--- config.mk ---
export PLATFORM = sky130hd
export DESIGN_NAME = if_id_stage
export DESIGN_NICKNAME = d
export VERILOG_FILES = /design/src/rtl/pipeline_pkg.sv /design/src/rtl/jon_predecode.sv /design/src/rtl/if_id_stage.sv
export SDC_FILE = /design/constraint.sdc
export NUM_CORES = 1
export LEC_CHECK = 0
export CORE_MARGIN = 3
export CORE_UTILIZATION = 36
export CTS_CLUSTER_DIAMETER = 120
export DETAILED_ROUTE_END_ITERATION = 10
export GPL_TIMING_DRIVEN = 1
export PLACE_DENSITY = 0.75
export SETUP_SLACK_MARGIN = 0.2
export SLEW_MARGIN = 20
export SYNTH_ARGS = -nofsm -noshare
export SYNTH_HDL_FRONTEND = slang
export SYNTH_SLANG_ARGS = --single-unit
--- constraint.sdc ---
create_clock -name clk -period 1.3 [get_ports clk]
set_input_delay 0.26 -clock clk [delete_from_list [all_inputs] [get_ports clk]]
set_output_delay 0.26 -clock clk [all_outputs]
set_load 0.05 [all_outputs]
--- src/rtl/pipeline_pkg.sv ---
// pipeline_pkg
// Shared definitions for the 5-stage pipeline: opcode numbers, the
// jump/branch class encoding (jon) handed back to the PC block, and the
// instruction word injected into squashed slots.
// No ports; imported with "import pipeline_pkg::*;".
package pipeline_pkg;

  localparam logic [5:0] OP_BEQ  = 6'd32;
  localparam logic [5:0] OP_BNE  = 6'd33;
  localparam logic [5:0] OP_BLT  = 6'd34;
  localparam logic [5:0] OP_BLE  = 6'd35;
  localparam logic [5:0] OP_J    = 6'd40;
  localparam logic [5:0] OP_JR   = 6'd42;
  localparam logic [5:0] OP_HALT = 6'd63;

  localparam logic [31:0] NOP_WORD = 32'h0000_0000;

  // Redirect class understood by the PC block.
  typedef enum logic [1:0] {
    JON_NONE   = 2'b00,
    JON_JUMP   = 2'b01,
    JON_BRANCH = 2'b10
  } jon_t;

endpackage

--- src/rtl/jon_predecode.sv ---
// jon_predecode
// Purely combinational opcode classifier: maps a 6-bit opcode to the
// redirect class the PC block expects. Also used by the hazard unit.
// Ports:
//   op   in  6  opcode field (instruction bits 31:26)
//   jon  out 2  JON_JUMP for the direct jump, JON_BRANCH for conditional
//               branches and jr, JON_NONE otherwise
module jon_predecode
  import pipeline_pkg::*;
#(
  parameter logic [5:0] J_OP = OP_J
) (
  input  logic [5:0] op,
  output logic [1:0] jon
);

  always_comb begin
    jon = JON_NONE;
    if (op == J_OP) begin
      jon = JON_JUMP;
    end else begin
      unique case (op)
        OP_BEQ, OP_BNE, OP_BLT, OP_BLE, OP_JR: jon = JON_BRANCH;
        default:                               jon = JON_NONE;
      endcase
    end
  end

endmodule

--- src/rtl/if_id_stage.sv ---
// if_id_stage
// Fetch/decode boundary register. Captures the instruction read at pc
// together with pc, pre-decodes its jump/branch class for the PC block,
// squashes wrong-path slots in jump (1 slot) and branch (2 slots) shadows,
// and latches a sticky halt.
// Ports:
//   clk        in   1     rising-edge clock
//   rst        in   1     synchronous active-high reset
//   pc         in   XLEN  current PC (word address)
//   imem_data  in   32    instruction word read at pc
//   stall      in   1     freeze the stage this cycle
//   instr_d    out  32    registered instruction (NOP_WORD when squashed)
//   pc_d       out  XLEN  registered PC of instr_d, fed back to the PC block
//   valid_d    out  1     instr_d is a real instruction
//   jon_d      out  2     redirect class of instr_d
//   addr_d     out  26    jump target field captured with instr_d
//   halted     out  1     sticky halt flag
// Optional build macro IF_ID_PERF_CNT_EN adds perf_jump, perf_branch and
// perf_bubble (32-bit event counters).
module if_id_stage
  import pipeline_pkg::*;
#(
  parameter int          XLEN     = 32,
  parameter logic [31:0] NOP_WORD = pipeline_pkg::NOP_WORD,
  parameter logic [5:0]  HALT_OP  = 6'b111111,
  parameter logic [5:0]  J_OP     = 6'd40
) (
  input  logic            clk,
  input  logic            rst,
  input  logic [XLEN-1:0] pc,
  input  logic [31:0]     imem_data,
  input  logic            stall,
  output logic [31:0]     instr_d,
  output logic [XLEN-1:0] pc_d,
  output logic            valid_d,
  output logic [1:0]      jon_d,
  output logic [25:0]     addr_d,
`ifdef IF_ID_PERF_CNT_EN
  output logic [31:0]     perf_jump,
  output logic [31:0]     perf_branch,
  output logic [31:0]     perf_bubble,
`endif
  output logic            halted
);

  logic [1:0] jon_f;
  logic [1:0] squash_cnt;
  logic       capture;
  logic       squashing;

  jon_predecode #(.J_OP(J_OP)) u_predecode (
    .op  (imem_data[31:26]),
    .jon (jon_f)
  );

  assign capture   = !stall && !halted;
  assign squashing = (squash_cnt != 2'd0);

  // Main pipeline register. A squashed slot still advances pc_d so the
  // PC block's branch base stays correct; a jump/branch in a shadow slot
  // is discarded and cannot re-arm the squash count.
  always_ff @(posedge clk) begin
    if (rst) begin
      instr_d    <= NOP_WORD;
      pc_d       <= '0;
      valid_d    <= 1'b0;
      jon_d      <= JON_NONE;
      addr_d     <= '0;
      halted     <= 1'b0;
      squash_cnt <= 2'd0;
    end else if (capture) begin
      pc_d <= pc;
      if (squashing) begin
        instr_d    <= NOP_WORD;
        valid_d    <= 1'b0;
        jon_d      <= JON_NONE;
        squash_cnt <= squash_cnt - 2'd1;
      end else begin
        instr_d <= imem_data;
        valid_d <= 1'b1;
        addr_d  <= imem_data[25:0];
        jon_d   <= jon_f;
        if (jon_f == JON_JUMP) begin
          squash_cnt <= 2'd1;
        end else if (jon_f == JON_BRANCH) begin
          squash_cnt <= 2'd2;
        end else begin
          squash_cnt <= 2'd0;
        end
        if (imem_data[31:26] == HALT_OP) begin
          halted <= 1'b1;
        end
      end
    end
  end

`ifdef IF_ID_PERF_CNT_EN
  // Event counters advance only on edges where the stage actually captures.
  always_ff @(posedge clk) begin
    if (rst) begin
      perf_jump   <= '0;
      perf_branch <= '0;
      perf_bubble <= '0;
    end else if (capture) begin
      if (squashing) begin
        perf_bubble <= perf_bubble + 32'd1;
      end else if (jon_f == JON_JUMP) begin
        perf_jump <= perf_jump + 32'd1;
      end else if (jon_f == JON_BRANCH) begin
        perf_branch <= perf_branch + 32'd1;
      end
    end
  end
`endif

endmodule

==> flow_summary_export.csv, run 1 <==
group,metric,value,unit
status,outcome,"finished, violations left",
status,failed_checks,"negative setup slack",
route,drc,0,
power,power_switching,0.00260,W
place,hpwl,7.65,mm
logic_synthesis,synth_cells,389,
clock_tree,h-tree-depth,3,
timing,timing_worst_slew_pin_value,0.358,ns
logic_synthesis,synth-xor-area-share,0,
timing,fin_hold_ws,0.415,ns
place,place_inst,653,
floorplan,num_io_pins,161,
route,totalWireLength,17.5,mm
floorplan,design.core.area,0.00881,mm^2
timing,grt_setup_unrepaired,"yes",
logic_synthesis,synthSimpleGateAreaFrac,0.211,
logic_synthesis,synth_compound_area_frac,0.154,
power,seqPwrFrac,0.409,
cells_and_area,final_cell_area,0.00813,mm^2
power,vdd_ir_drop_max,0.00125,V
timing,setup_slack,-0.225,ns
logic_synthesis,ys_seq_area_frac,0.582,
place,place_ws,-0.478,ns
logic_synthesis,synth.net_count,456,
power,comb_power_share,0.317,
route,wl_per_cell,23.1,um
cells_and_area,stdcell_count,757,
clock_tree,clock_sinks,96,
route,num_vias,4101,
power,leakage,3.42,nW
global_route,grt_pass1_wl,22.3,mm
worst_setup_path,start_kind,"primary input",
global_route,grt_pass1_vias,4143,
route,viasPerCell,5.42,
floorplan,die_h,102,um
timing,setup_violations,60,
power,switching_share,0.322,
route,ant_nets,0,
route,firstDrtPassIters,5,
worst_setup_path,cp.arrival,1.80,ns
logic_synthesis,synthTopCellsByArea,"dfxtp_1 58%, nand2_1 16%, a21oi_1 13%, buf_6 1.7%, clkbuf_1 1.6%",
logic_synthesis,synthAdderAreaFrac,0,
global_route,gr-usage-all-layers,0.284,
floorplan,num_rows,34,
timing,finalCriticalPeriod,1.52,ns
timing,relSlewSlack,0.761,
route,dr.first_iter.drc_count,212,
timing,drv_slew,0,
cells_and_area,area_growth,146,%
worst_setup_path,path_cells,"dlygate4sd2_1 > buf_4 > nor4_4 > buf_6 > buf_12 > nand2_1 > a21oi_1",
worst_setup_path,crit_slowest_cell,"dlygate4sd2_1",
power,powerDensity,992,mW/mm^2
logic_synthesis,yosysUniqueCellTypes,28,
clock_tree,numCtsBuffers,9,
logic_synthesis,yosys_warnings,0,
floorplan,die_w,102,um
clock_tree,clk-insertion-delay-late,0.37,ns
worst_hold_path,min_path_type,"primary input to flop",
power,clock_power_share,0.274,
timing,skew,0.0101,ns
floorplan,start_util,0.375,
power,p_int,0.00546,W
global_route,grt.met2_usage,0.525,
worst_setup_path,crit_path_max_incr_delay,0.35,ns
flow_run,cap_violations,0,
worst_setup_path,required,1.58,ns
global_route,overflow,0,
cells_and_area,fillers,261,
global_route,grt_start_max_net_pins,56,
cells_and_area,n_antenna_cell,0,
logic_synthesis,netlist_area,0.00330,mm^2
global_route,grt_use_met3,0.0544,
logic_synthesis,synth_mux_area_frac,0,
place,numPortBuffers,160,
floorplan,die_area,0.0104,mm^2
worst_setup_path,crit_path_end_kind,"flop",
cells_and_area,layout-drive-gt1-share,0.712,
clock_tree,clk_pin_slew,0.11,ns
place,place_congestion,0.762,
logic_synthesis,yosysTopAreaCell,"dfxtp_1",
timing,hold_violations,0,
clock_tree,ctsRootBufferMaster,"clkbuf_8",
global_route,top_usage_layer,"met2",
global_route,antenna_found_initial,0,
cells_and_area,fin_nets,711,
logic_synthesis,synth_area_per_cell,8.49,um^2
worst_setup_path,crit_path_max_fanout,15,
global_route,met1_usage,0.305,
clock_tree,cts_tree,"yes",
logic_synthesis,synth.top_cell.area_share,0.582,
logic_synthesis,ys_seq_elements,96,
logic_synthesis,synth_top_family_by_area,"simple AND/OR/NAND/NOR gates",
timing,fmax,656,MHz
worst_setup_path,critPathKind,"primary input to flop",
place,place_area,0.00612,mm^2
timing,fin_crit_sh,1.17,
clock_tree,ctsLongestPathBuffers,2,
placed cells by master, fill, tap and decap left out, drive strengths merged:
cell,Yosys,final
or2,1,2
a41oi,1,1
nor3,2,2
o2111ai,1,1
clkbuf,14,14
nand2,146,146
clkdlybuf4s50,0,64
and4,1,1
a21oi,86,86
nand4,1,1
o21ai,1,1
nand2b,1,1
a22oi,6,6
dlygate4sd2,0,1
buf,14,201
nor2b,1,1
or3,1,1
inv,1,3
nor4,2,2
o221ai,1,1
clkinv,0,1
nor2,9,9
nand3b,2,2
dfxtp,96,96
bufinv,0,1
or4,1,4
sequential cells by signal, indices dropped and copies added, names as in the netlist:
| name | flops |
|---|---|
| valid_d | 1 |
| squash_cnt | 2 |
| instr_d | 32 |
| jon_d | 2 |
| halted | 1 |
| pc_d | 32 |
| addr_d | 26 |
critical path, delay by kind of cell:
kind / cells / cell delay, ns
AOI/OAI and AO/OA: 1 / 0.25
buffers and inverters: 4 / 0.93
and+or+nand+nor: 2 / 0.36
power groups by stage:
stage          registers (W)  logic, W  clock network [W]
2_1_floorplan        0.00381  0.000357                  0
3_3_place_gp         0.00334   0.00187                  0
3_5_place_dp         0.00335   0.00190                  0
4_1_cts              0.00331   0.00223            0.00218
5_1_grt              0.00331   0.00264            0.00234
6_report             0.00330   0.00256            0.00221
cells by family after synthesis:
logic type | Yosys count
AO/OA/AOI/OAI | 96
buffers and inverters | 29
flip-flops | 96
AND/OR/NAND/NOR | 168
metrics by stage:
step	util	power [W]	TNS, ns
after CTS	0.839	0.00772	-0.00184
after floorplan	-	0.00417	-1.70
after global routing	0.924	0.00829	-4.72
after global placement	0.695	0.00521	-31.35
final	0.924	0.00807	-3.53
after detailed placement	0.695	0.00525	-34.88
layout make-up:
type                            count  area, um^2  share of cell area
Sequential cell                    96        2140               0.263
Clock buffer                       12         166              0.0205
Tap cell                          108         135              0.0166
Clock inverter                      4        56.3             0.00692
Multi-Input combinational cell    268        1930               0.238
Timing Repair Buffer              268        3700               0.455
Inverter                            1        3.75            0.000461
cell usage after synthesis, drive strengths merged:
library cell / count
nor2: 9
nor4: 2
inv: 1
nor2b: 1
o2111ai: 1
a41oi: 1
nor3: 2
nand3b: 2
dfxtp: 96
a21oi: 86
and4: 1
nand4: 1
or3: 1
clkbuf: 14
o221ai: 1
buf: 14
nand2: 146
or4: 1
or2: 1
o21ai: 1
nand2b: 1
a22oi: 6
path summary, 6_finish.rpt:
check	start	to	slack (ns)	depth (start not counted)
setup / recovery	stall	addr_d[3]	-0.22	7
hold / removal	rst	squash_cnt[1]	0.41	3
setup reg to reg	squash_cnt[1]	addr_d[3]	-0.22	5
hold reg to reg	instr_d[18]	instr_d[18]	0.48	2
metal layers:
layer  part of all wire  vias up
li1                   -     1801
met1               0.35     1988
met2               0.54      234
met3              0.061       78
met4              0.057        0
met5                  0        -
timing repair:
| item | 4_1_cts | 5_1_grt |
|---|---|---|
| setup buffers | 39 | 37 |
| endpoints found under the setup margin | 190 | 190 |
| pin swaps | 49 | 42 |
| gates resized for setup | 220 | 111 |
| hold buffers | 0 | 0 |
| cloned | 9 | 3 |
Power figures use the tool's default switching activity.
==> run 2, diff against run 1 <==
ABC_AREA = 1   (was not set)
PLACE_DENSITY = 0.76   (was 0.75)
==> flow_summary_export.csv, run 2 <==
group,metric,value,unit
cells_and_area,multi_input_area,0.00158,mm^2
floorplan,start_util,0.374,
logic_synthesis,async_reset_ff_frac,0,
worst_setup_path,path_buf_inv,4,
route,wl_per_cell,19.3,um
floorplan,num_io_pins,161,
cells_and_area,fin_nets,691,
worst_hold_path,holdPathStages,3,
timing,drv_slew,0,
cells_and_area,fillers,378,
logic_synthesis,yosysMostFrequentCell,"nand2_1",
logic_synthesis,synth.top_cell.area_share,0.587,
clock_tree,cts_tree,"yes",
logic_synthesis,synthTopCellsByArea,"dfxtp_1 59%, nand2_1 19%, a21oi_1 15%, buf_6 1.4%, clkbuf_1 1.4%",
timing,hold_violations,0,
floorplan,num_rows,34,
route,viasPerCell,5.15,
clock_tree,clock_sinks,96,
flow_run,cap_violations,0,
worst_setup_path,critPathKind,"flop to flop",
timing,skew,0.0146,ns
logic_synthesis,synth_cells,404,
power,powerDensity,1020,mW/mm^2
cells_and_area,seq_area,0.00207,mm^2
cells_and_area,layout_commonest_cell,"buf_12",
logic_synthesis,yosysTopAreaCell,"dfxtp_1",
worst_setup_path,path_cells,"nor2_4 > buf_12 > buf_4 > buf_6 > buf_6 > nand2_1 > a21oi_1",
worst_setup_path,crit_path_max_incr_delay,0.37,ns
logic_synthesis,ys_seq_elements,96,
logic_synthesis,yosys_warnings,0,
logic_synthesis,synth-main-ff-cell,"dfxtp_1",
global_route,grt_pass1_wl,19.2,mm
global_route,grt_start_max_net_pins,50,
route,ant_nets,0,
timing,fin_crit_sh,1.08,
clock_tree,ctsRootBufferMaster,"clkbuf_8",
timing,relSlewSlack,0.759,
status,failed_checks,"negative setup slack",
clock_tree,numCtsBuffers,9,
route,num_vias,3789,
worst_hold_path,hp-start,"rst",
worst_setup_path,start_kind,"flop",
global_route,overflow,0,
route,dr.first_iter.drc_count,196,
global_route,gr-usage-all-layers,0.242,
clock_tree,h-tree-depth,3,
worst_setup_path,crit_path_start,"halted",
timing,timing_worst_slew_pin_value,0.359,ns
clock_tree,holdBufCountCts,0,
route,drc,0,
place,place_congestion,0.727,
logic_synthesis,synth.net_count,471,
floorplan,design.core.area,0.00876,mm^2
cells_and_area,top_regs,"instr_d: 32 flops, pc_d: 32 flops, addr_d: 26 flops",
clock_tree,ctsLongestPathBuffers,2,
logic_synthesis,synth_common_cells,"162 x nand2_1, 96 x dfxtp_1, 95 x a21oi_1",
global_route,antenna_found_initial,0,
logic_synthesis,netlist_area,0.00328,mm^2
route,totalWireLength,14.2,mm
timing,grt_setup_unrepaired,"yes",
floorplan,die_area,0.0103,mm^2
cells_and_area,area_growth,133,%
worst_setup_path,required,1.57,ns
place,numPortBuffers,160,
place,place_ws,-0.388,ns
cells_and_area,final_cell_mix,"108 x buf_12, 100 x nand2_1, 80 x dfxtp_2",
worst_hold_path,min_path_type,"primary input to flop",
clock_tree,clk_pin_slew,0.10,ns
worst_setup_path,regToRegStartpoint,"halted",
worst_setup_path,crit_family,"buffers and inverters",
cells_and_area,postLayoutCoreUtil,0.870,
worst_setup_path,crit_slowest_cell,"dfxtp_4",
worst_setup_path,cp.arrival,1.67,ns
timing,finalCriticalPeriod,1.41,ns
logic_synthesis,synth_area_per_cell,8.11,um^2
worst_setup_path,cpMostUsedCell,"buf_6",
worst_setup_path,crit_path_end_kind,"flop",
cells_and_area,layout-drive-gt1-share,0.615,
clock_tree,clk-insertion-delay-late,0.35,ns
power,vdd_ir_drop_max,0.000774,V
worst_setup_path,worst-path-stages,7,
global_route,grt_pass1_vias,3790,
worst_setup_path,r2r_cells,7,
power,leakage,3.09,nW
logic_synthesis,ys_seq_area_frac,0.587,
floorplan,die_h,101,um
timing,setup_violations,44,
cells_and_area,n_antenna_cell,0,
floorplan,die_w,101,um
timing,fmax,712,MHz
logic_synthesis,synth_enable_flop_cells,0,
timing,setup_slack,-0.105,ns
place,hpwl,7.41,mm
status,outcome,"finished, violations left",
route,firstDrtPassIters,4,
worst_setup_path,crit_path_max_fanout,6,
logic_synthesis,yosysUniqueCellTypes,17,
run 2: cell types whose count changed after synthesis, sizes merged, moves of 3 or more:
cell,delta
nand2,+17
a21oi,+10
inv,+8
a22oi,-6
nand3,+5
nor2,-3
run 2: cell type report:
class,instances,share of cell area
Timing Repair inverter,1,0.00263
Sequential cell,96,0.272
Clock inverter,5,0.00739
Tap cell,108,0.0177
Inverter,9,0.00821
Timing Repair Buffer,234,0.467
Multi-Input combinational cell,273,0.208
Clock buffer,10,0.0181
run 2: path summary, 6_finish.rpt:
kind,to,slack (ns)
max,pc_d[8],-0.11
min,instr_d[22],0.38
max reg2reg,pc_d[8],-0.11
min reg2reg,addr_d[6],0.48
run 2: cell families (layout without fill, tap and decap cells):
family,after synthesis,count (layout),synth area share
AO/OA/AOI/OAI,97,97,0.149
buffers and inverters,35,259,0.0516
flip-flops,96,96,0.587
AND/OR/NAND/NOR,176,176,0.212
run 2: per-stage QoR:
step / total power [W] / area [um^2] / hold slack, ns / cells / TNS (ns)
after floorplan: 0.00417 / 3350 / 0.403 / 404 / 0
after global placement: 0.00525 / 6080 / 0.454 / 659 / -27.76
after detailed placement: 0.00529 / 6080 / 0.479 / 659 / -30.83
after CTS: 0.00756 / 7170 / 0.350 / 717 / 0
after global routing: 0.00804 / 7620 / 0.371 / 736 / -4.70
final: 0.00775 / 7620 / 0.385 / 736 / -1.45
run 2: power breakdown:
group	leakage, nW	internal (W)	switching [W]
sequential	0.829	0.00313	0.000188
combinational	2.17	0.00125	0.00119
clock	0.0947	0.000931	0.00105
total	3.09	0.00531	0.00244
run 2: timing repair:
item / in CTS / in global routing
gates cloned: 12 / 2
endpoints found under the setup margin: 190 / 190
setup buffers: 31 / 17
pin swaps: 10 / 21
gates resized for setup: 155 / 77
run 2: layer usage:
layer	part of all wire	up-vias	global-route usage	wire length, um
li1	-	1745	-	-
met1	0.35	1829	0.260	5020
met2	0.54	176	0.435	7730
met3	0.070	39	0.0716	993
met4	0.034	0	0.113	483
met5	0	-	0	0
run 2: worst register-to-register path, stage by stage, from the launching register on:
cell and delay, ns:
dfxtp_4 0.37, nor2_4 0.17, buf_12 0.14, buf_4 0.11
buf_6 0.10, buf_6 0.13, nand2_1 0.08, a21oi_1 0.22
